$ cat config.mk
export PLATFORM = sky130hd
export DESIGN_NAME = fsm_cc8_sched_flat
export DESIGN_NICKNAME = d
export VERILOG_FILES = /design/src/rtl/fsm_cc8_sched_if.sv /design/src/rtl/fsm_cc8_sched.sv /design/src/flat_wrapper.sv
export SDC_FILE = /design/constraint.sdc
export NUM_CORES = 1
export LEC_CHECK = 0
export CAP_MARGIN = 0
export CORE_UTILIZATION = 46
export CTS_CLUSTER_SIZE = 12
export DETAILED_ROUTE_END_ITERATION = 10
export GPL_TIMING_DRIVEN = 1
export HOLD_SLACK_MARGIN = 0.1
export PLACE_DENSITY = 0.77
export SYNTH_ARGS = -nofsm -noshare
export SYNTH_HDL_FRONTEND = slang
export SYNTH_SLANG_ARGS = --single-unit
$ cat constraint.sdc
create_clock -name clk -period 2.2 [get_ports clk]
set_clock_uncertainty 0.1 [all_clocks]
set_input_delay 0.44 -clock clk [delete_from_list [all_inputs] [get_ports clk]]
set_output_delay 0.44 -clock clk [all_outputs]
set_load 0.02 [all_outputs]
$ cat src/rtl/fsm_cc8_sched_if.sv
// Command/engine bundle between the two requesters, the cc8 scheduler and the engine.
interface fsm_cc8_sched_if;
    logic       req0;
    logic       req1;
    logic [2:0] cmd0;
    logic [2:0] cmd1;
    logic       gnt0;
    logic       gnt1;
    logic       done0;
    logic       done1;
    logic       busy;
    logic       err;
    logic       eng_go;
    logic       eng_jmp;
    logic       eng_sk0;
    logic       eng_sk1;
    logic       eng_y1;
    logic       eng_y2;
    logic       eng_y3;

    modport slave (
        input  req0, req1, cmd0, cmd1,
        input  eng_y1, eng_y2, eng_y3,
        output gnt0, gnt1, done0, done1, busy, err,
        output eng_go, eng_jmp, eng_sk0, eng_sk1
    );

    modport master (
        output req0, req1, cmd0, cmd1,
        output eng_y1, eng_y2, eng_y3,
        input  gnt0, gnt1, done0, done1, busy, err,
        input  eng_go, eng_jmp, eng_sk0, eng_sk1
    );
endinterface

$ cat src/rtl/fsm_cc8_sched.sv
// Round-robin two-requester launcher for the cc8 engine with end-of-run detection.
// Optional run watchdog enabled by defining FSM_SCHED_WDOG_EN.
module fsm_cc8_sched #(
    parameter int TIMEOUT = 64,
    parameter int CW      = 7
) (
    input  logic           clk,
    input  logic           rst_n,
    fsm_cc8_sched_if.slave bus
);

    typedef enum logic [1:0] {IDLE, LAUNCH, RUN, DONE} state_t;

    state_t     state;
    logic       last;
    logic       owner;
    logic       seen111;
    logic       hold111;
    logic [2:0] cmd_q;
    logic       gnt0_q, gnt1_q, done0_q, done1_q;
    logic       busy_q, err_q;
    logic       go_q, jmp_q, sk0_q, sk1_q;

    logic [2:0] y;
    logic       any_req;
    logic       win;
    logic [2:0] win_cmd;
    logic       wd_hit;

    assign y       = {bus.eng_y1, bus.eng_y2, bus.eng_y3};
    assign any_req = bus.req0 | bus.req1;
    // On a tie the requester not served last wins
    assign win     = (bus.req0 & bus.req1) ? ~last : bus.req1;
    assign win_cmd = win ? bus.cmd1 : bus.cmd0;

`ifdef FSM_SCHED_WDOG_EN
    logic [CW-1:0] wd;
    assign wd_hit = (wd == CW'(TIMEOUT - 1));
`else
    assign wd_hit = 1'b0 & (TIMEOUT > 0) & (CW > 0);
`endif

    always_ff @(posedge clk or negedge rst_n) begin
        if (!rst_n) begin
            state   <= IDLE;
            last    <= 1'b1;
            owner   <= 1'b0;
            seen111 <= 1'b0;
            hold111 <= 1'b0;
            cmd_q   <= 3'b000;
            gnt0_q  <= 1'b0;
            gnt1_q  <= 1'b0;
            done0_q <= 1'b0;
            done1_q <= 1'b0;
            busy_q  <= 1'b0;
            err_q   <= 1'b0;
            go_q    <= 1'b0;
            jmp_q   <= 1'b0;
            sk0_q   <= 1'b0;
            sk1_q   <= 1'b0;
`ifdef FSM_SCHED_WDOG_EN
            wd      <= '0;
`endif
        end else begin
            gnt0_q  <= 1'b0;
            gnt1_q  <= 1'b0;
            done0_q <= 1'b0;
            done1_q <= 1'b0;
            err_q   <= 1'b0;
            unique case (state)
                IDLE: begin
                    if (any_req) begin
                        gnt0_q <= ~win;
                        gnt1_q <= win;
                        owner  <= win;
                        last   <= win;
                        cmd_q  <= win_cmd;
                        busy_q <= 1'b1;
                        state  <= LAUNCH;
                    end
                end
                LAUNCH: begin
                    go_q    <= 1'b1;
                    jmp_q   <= cmd_q[2];
                    sk1_q   <= cmd_q[1];
                    sk0_q   <= cmd_q[0];
                    seen111 <= 1'b0;
                    hold111 <= 1'b0;
`ifdef FSM_SCHED_WDOG_EN
                    wd      <= '0;
`endif
                    state   <= RUN;
                end
                RUN: begin
                    jmp_q <= 1'b0;
`ifdef FSM_SCHED_WDOG_EN
                    wd    <= wd + 1'b1;
`endif
                    if (wd_hit) begin
                        err_q   <= 1'b1;
                        done0_q <= ~owner;
                        done1_q <= owner;
                        go_q    <= 1'b0;
                        sk0_q   <= 1'b0;
                        sk1_q   <= 1'b0;
                        busy_q  <= 1'b0;
                        state   <= IDLE;
                    end else if (seen111 && y == 3'b000) begin
                        done0_q <= ~owner;
                        done1_q <= owner;
                        go_q    <= 1'b0;
                        sk0_q   <= 1'b0;
                        sk1_q   <= 1'b0;
                        state   <= DONE;
                    end else begin
                        seen111 <= seen111 | (y == 3'b111);
                        // A 111 sample taken while go is high does not count
                        if (go_q) begin
                            go_q    <= 1'b0;
                            hold111 <= 1'b0;
                        end else if (y == 3'b111) begin
                            go_q    <= hold111;
                            hold111 <= ~hold111;
                        end else begin
                            hold111 <= 1'b0;
                        end
                    end
                end
                DONE: begin
                    busy_q <= 1'b0;
                    state  <= IDLE;
                end
                default: state <= IDLE;
            endcase
        end
    end

    assign bus.gnt0    = gnt0_q;
    assign bus.gnt1    = gnt1_q;
    assign bus.done0   = done0_q;
    assign bus.done1   = done1_q;
    assign bus.busy    = busy_q;
    assign bus.err     = err_q;
    assign bus.eng_go  = go_q;
    assign bus.eng_jmp = jmp_q;
    assign bus.eng_sk0 = sk0_q;
    assign bus.eng_sk1 = sk1_q;

endmodule

$ cat src/flat_wrapper.sv
// flat-port wrapper written by rule: the top's interface ports become plain ports
module fsm_cc8_sched_flat 
#(
    parameter int TIMEOUT = 64,
    parameter int CW      = 7
)
  (clk, rst_n, bus_req0, bus_req1, bus_cmd0, bus_cmd1, bus_eng_y1, bus_eng_y2, bus_eng_y3, bus_gnt0, bus_gnt1, bus_done0, bus_done1, bus_busy, bus_err, bus_eng_go, bus_eng_jmp, bus_eng_sk0, bus_eng_sk1);
  fsm_cc8_sched_if bus_i ();
  input  logic clk;
  input  logic rst_n;
  input wire logic [$bits(bus_i.req0)-1:0] bus_req0;
  input wire logic [$bits(bus_i.req1)-1:0] bus_req1;
  input wire logic [$bits(bus_i.cmd0)-1:0] bus_cmd0;
  input wire logic [$bits(bus_i.cmd1)-1:0] bus_cmd1;
  input wire logic [$bits(bus_i.eng_y1)-1:0] bus_eng_y1;
  input wire logic [$bits(bus_i.eng_y2)-1:0] bus_eng_y2;
  input wire logic [$bits(bus_i.eng_y3)-1:0] bus_eng_y3;
  output wire logic [$bits(bus_i.gnt0)-1:0] bus_gnt0;
  output wire logic [$bits(bus_i.gnt1)-1:0] bus_gnt1;
  output wire logic [$bits(bus_i.done0)-1:0] bus_done0;
  output wire logic [$bits(bus_i.done1)-1:0] bus_done1;
  output wire logic [$bits(bus_i.busy)-1:0] bus_busy;
  output wire logic [$bits(bus_i.err)-1:0] bus_err;
  output wire logic [$bits(bus_i.eng_go)-1:0] bus_eng_go;
  output wire logic [$bits(bus_i.eng_jmp)-1:0] bus_eng_jmp;
  output wire logic [$bits(bus_i.eng_sk0)-1:0] bus_eng_sk0;
  output wire logic [$bits(bus_i.eng_sk1)-1:0] bus_eng_sk1;
  assign bus_i.req0 = bus_req0;
  assign bus_i.req1 = bus_req1;
  assign bus_i.cmd0 = bus_cmd0;
  assign bus_i.cmd1 = bus_cmd1;
  assign bus_i.eng_y1 = bus_eng_y1;
  assign bus_i.eng_y2 = bus_eng_y2;
  assign bus_i.eng_y3 = bus_eng_y3;
  assign bus_gnt0 = bus_i.gnt0;
  assign bus_gnt1 = bus_i.gnt1;
  assign bus_done0 = bus_i.done0;
  assign bus_done1 = bus_i.done1;
  assign bus_busy = bus_i.busy;
  assign bus_err = bus_i.err;
  assign bus_eng_go = bus_i.eng_go;
  assign bus_eng_jmp = bus_i.eng_jmp;
  assign bus_eng_sk0 = bus_i.eng_sk0;
  assign bus_eng_sk1 = bus_i.eng_sk1;
  fsm_cc8_sched #(.TIMEOUT(TIMEOUT), .CW(CW)) u_core (.clk(clk), .rst_n(rst_n), .bus(bus_i));
endmodule
# After elaboration in Yosys (flattened, before gate mapping)
# Cells that the tools add are included.
# totals
reg_bits	18
inputBits	13
out_inout_bits	10
elab_cells	68
# classes
eq_ne	7
mux	29
bitwise_logic	7
reduce_logical	10
# ops
operator	n
$mux W1	18
$pmux W1 S2	7
$reduce_and A2 Y1	5
$pmux W2 S4	1
$eq A2 B2 Y1 const B	2
$mux W2	2
$ne A2 B1 Y1 const B	2
$not A1 Y1	4
$reduce_bool A2 Y1	2
$eq A3 B3 Y1 const B	1
$logic_not A3 Y1	1
$mux W3	1
$eq A2 B1 Y1 const B	1
$logic_not A2 Y1	1
$ne A2 B2 Y1 const B	1
$or A1 B1 Y1	2
$and A1 B1 Y1	1
$logic_and A1 B1 Y1	1

# Depth between registers and ports, before layout
# depth
depth_word	5
mapped_depth	6
depth_no_buf	5

# Worst setup path after synthesis
# Ideal clock, no wire load.
# synth_timing
path_type	register -> register
startpoint	reg u_core.state[0]
endpoint	reg u_core.state[1]
setup_ps	125
arrival_time_ps	1347
t_required_ps	1975
path_slack_ps	628
path_stages_with_launch	6
path_buffers	0
synth_period_minus_slack_ps	1572
path_cell_list	dfrtp_1 -> inv_1 -> ha_1 -> nor3b_2 -> o21ba_2 -> mux2_4
# synth_via
elab_chain_cells	3
elab_cells_between_ends	8
classes_between	eq/ne (5); mux (1); reduce/logical (2)
# synth_rtl
element	line	source
start, declared	fsm_cc8_sched.sv:14	state_t state;
start signal, assigned	fsm_cc8_sched.sv:45	state <= IDLE;
start signal, assigned	fsm_cc8_sched.sv:79	state <= LAUNCH;
start signal, assigned	fsm_cc8_sched.sv:92	state <= RUN;
$eq A2 B2 Y1 / $logic_not A2 Y1 (equally long branches)	fsm_cc8_sched.sv:70	unique case (state)
$ne A2 B1 Y1 (no line)	-	
$reduce_and A2 Y1 (no line)	-	
# Several ways; a longest one is shown, not always the timed one.
# A chain may end at the register's enable or synchronous reset.

# Worst setup path in the final report
# layout_timing
startpoint	reg u_core.go_q (netlist: u_core.bus.eng_go)
endpoint	out bus_eng_go
# layout_rtl
element	line	source
start, declared	fsm_cc8_sched.sv:22	logic go_q, jmp_q, sk0_q, sk1_q;
start signal, assigned	fsm_cc8_sched.sv:122	go_q <= hold111;
end, declared	flat_wrapper.sv:24	output wire logic [$bits(bus_i.eng_go)-1:0] bus_eng_go;
# No word-level cell between the ends.

==> metrics.md <==
| Metric | Value |
|---|---|
| Starting Density | `48.9%` |
| Cell Area, Synth | `836 um^2` |
| DP Worst Slack | `115 ps` |
| Slew Limit Fails | `0` |
| Hold buffers post-CTS | `0` |
| Clock latency on the worst-skew pair | `290 ps` |
| Post-synth EDFFs | `0` |
| Vias | `610` |
| Core ar. | `1710 um^2` |
| Crit-path max FO | `3` |
| CTS H-tree lvls | `1` |
| Antenna violations before repair | `0` |
| Share of cells above drive strength 1 | `14.1%` |
| Initial detailed-routing violation count | `11` |
| Die width | `44.6 um` |
| Unique masters post-synth | `27` |
| Crit path cell chain | `clkdlybuf4s50_1` |
| Crit. End Element | `output port` |
| Largest area contributor in the netlist | `dfrtp_1` |
| Peak VDD IR | `0.817 mV` |
| Worst path slowest cell | `clkdlybuf4s50_1` |
| Fin. Hold Viols | `0` |
| Final HPWL DP | `1120 um` |
| Die ar. | `1990 um^2` |
| Number of gates resized after cts | `0` |
| Top post-synthesis cells by area | `dfrtp_1 (51%), ha_1 (6.0%), o21ai_0 (4.2%)` |
| Final core area utilization | `65.3%` |
| Avg Inst Size Synth | `11.3 um^2` |
| Top Ports | `23` |
| Mapped Cells | `74` |
| Synth warn | `0` |
| Nets@finish | `117` |
| Critical path arrival | `1300 ps` |
| TritonCTS clock tree | `done` |
| TritonCTS sink count | `18` |
| Max incr delay on CP | `620 ps` |
| Top cells by count, synth | `dfrtp_1 (17), o21ai_0 (7), nand2_1 (6), inv_1 (5), nor2_1 (5)` |
| TritonRoute pass-1 iters | `4` |
| Port bufs | `21` |
| Async set-reset flop share out of synthesis | `100%` |
| Crit path buf inv count | `1` |
| Fmax | `544 MHz` |
| GRT Total Usage | `18.2%` |
| RSZ-0062 raised after global routing | `no` |
| DRC | `0` |
| Synth Net Count | `91` |
| Root buffer cell | `clkbuf_4` |
| Setup crit start kind | `register` |
| Worst Slack Setup Final | `361 ps` |
| Pwr Total | `1.40 mW` |
| Detail Route Antenna Nets | `0` |
| Synth top area share | `50.9%` |
| Clk buf depth | `2` |
| CTS buffer count | `3` |
| Layout area overhead | `33.5%` |
| Global-route wire length before repair | `2590 um` |
| Overflow after GRT | `0` |
| RD Place Congestion | `0.701` |
| P_leak | `0.497 nW` |
| Ant. Diodes | `0` |
| Cell family with the largest share of critical-path delay | `buffers and inverters` |
| Multi-input gate area | `353 um^2` |
| Status | `finished, final reports clean` |
| Vias per cell | `4.92` |
| Largest net degree at the start of global routing | `19` |
| Final wirelength | `1500 um` |
| Seq/Total Area, Yosys | `54.0%` |
| Setup TNS Final | `0 ps` |
| Setup Buffers After CTS | `0` |
| Fillers | `139` |
| Most frequent cell after synthesis | `dfrtp_1` |
| Critical path type | `reg2out` |
| FP Rows | `15` |
| Register Area | `452 um^2` |
| Top FF cell, synth | `dfrtp_1` |
| CTS clk-pin slew, worst paths | `100 ps` |
| Number of global-route vias before repair | `593` |
| PD cells | `1250 nW/um^2` |
| Period utilization | `83.6%` |
| Tmin final | `1840 ps` |
| Crit path required time | `1660 ps` |
| Die Ht | `44.6 um` |
| Synth Register Bits | `18` |
| Max-cap violations | `0` |
| Wirelength per Cell | `12.1 um` |
| Min-Delay Path Class | `in2async` |
| Endpoints failing setup | `0` |
==> layout make-up <==
| type | count | area share, % |
|---|---|---|
| flip-flops and latches | 18 | 40.5 |
| clock buffers | 4 | 3.25 |
| inverters | 5 | 1.68 |
| well taps | 25 | 2.80 |
| repair buffers | 23 | 20.2 |
| multi-input cells | 49 | 31.6 |
==> metal layers <==
layer  vias up  global-route usage (%)  wire [um]
li1        307                       -          -
met1       291                    24.3        718
met2        10                    29.1        733
met3         2                    3.67         37
met4         0                    7.27         10
met5         -                       0          0
==> layout by cell type, fill, tap and decap left out, drive strengths merged <==
cell type	synthesis	layout
o21ai	8	8
clkdlybuf4s50	0	21
a21o	1	1
o22ai	1	1
clkbuf	0	4
a21boi	1	1
nor2b	3	3
nor3b	1	1
buf	2	2
mux2	1	1
o21ba	1	1
dfstp	1	1
a22o	2	2
nor4b	1	1
nor2	5	5
and2	1	1
nand4	2	2
a21oi	2	2
a31oi	3	3
nand2	6	6
conb	1	1
and3	1	1
mux2i	3	3
inv	5	5
dfrtp	17	17
ha	4	4
o22a	1	1
==> report_power, final <==
part / switching (mW) / internal, mW
sequential: 0.0827 / 0.463
clock: 0.101 / 0.101
combinational: 0.328 / 0.323
total: 0.512 / 0.887
==> worst paths after layout <==
| check | startpoint | to | slack [ps] | cells after the start |
|---|---|---|---|---|
| min in group clk | u_core.owner$_DFFE_PN0P_ | u_core.bus.done0$_DFF_PN0_ | 360 | 1 |
| worst min register to register | u_core.owner$_DFFE_PN0P_ | u_core.bus.done0$_DFF_PN0_ | 360 | 1 |
| worst max-delay path | u_core.bus.eng_go$_DFFE_PN0P_ | bus_eng_go | 360 | 1 |
| worst max register to register | u_core.state[1]$_DFFE_PN0P_ | u_core.state[1]$_DFFE_PN0P_ | 460 | 5 |
| max in group asynchronous | rst_n | u_core.last$_DFFE_PN1P_ | 1380 | 2 |
| worst min-delay path | rst_n | u_core.hold111$_DFFE_PN0P_ | 360 | 2 |
==> kinds of logic (layout without fill, tap and decap cells) <==
family,count (synthesis),in the layout,share of synthesized area (%)
other,1,1,0.449
flip-flops,18,18,54.0
adder cells (fa/ha/maj),4,4,5.99
buffers and inverters,7,32,3.74
AND/OR/NAND/NOR,20,20,14.7
AO/OA/AOI/OAI,20,20,15.7
multiplexers,4,4,5.39
==> flip-flops by register name, summed over array words and instances (netlist names) <==
name and flops:
u_core.bus.gnt1 1, u_core.bus.busy 1, u_core.bus.done0 1, u_core.hold111 1, u_core.bus.eng_go 1, u_core.seen111 1
u_core.state 2, u_core.bus.eng_sk1 1, u_core.bus.gnt0 1, u_core.cmd_q 3, u_core.bus.eng_sk0 1, u_core.owner 1
u_core.bus.eng_jmp 1, u_core.bus.done1 1, u_core.last 1
==> stage by stage <==
stage	hold slack (ps)	cells	area [um^2]
global placement	340	120	1080
detailed placement	339	120	1080
CTS	353	124	1120
global route	376	124	1120
floorplan	44.4	74	836
finish	358	124	1120
No activity file was read; power rests on OpenSTA's default activity.
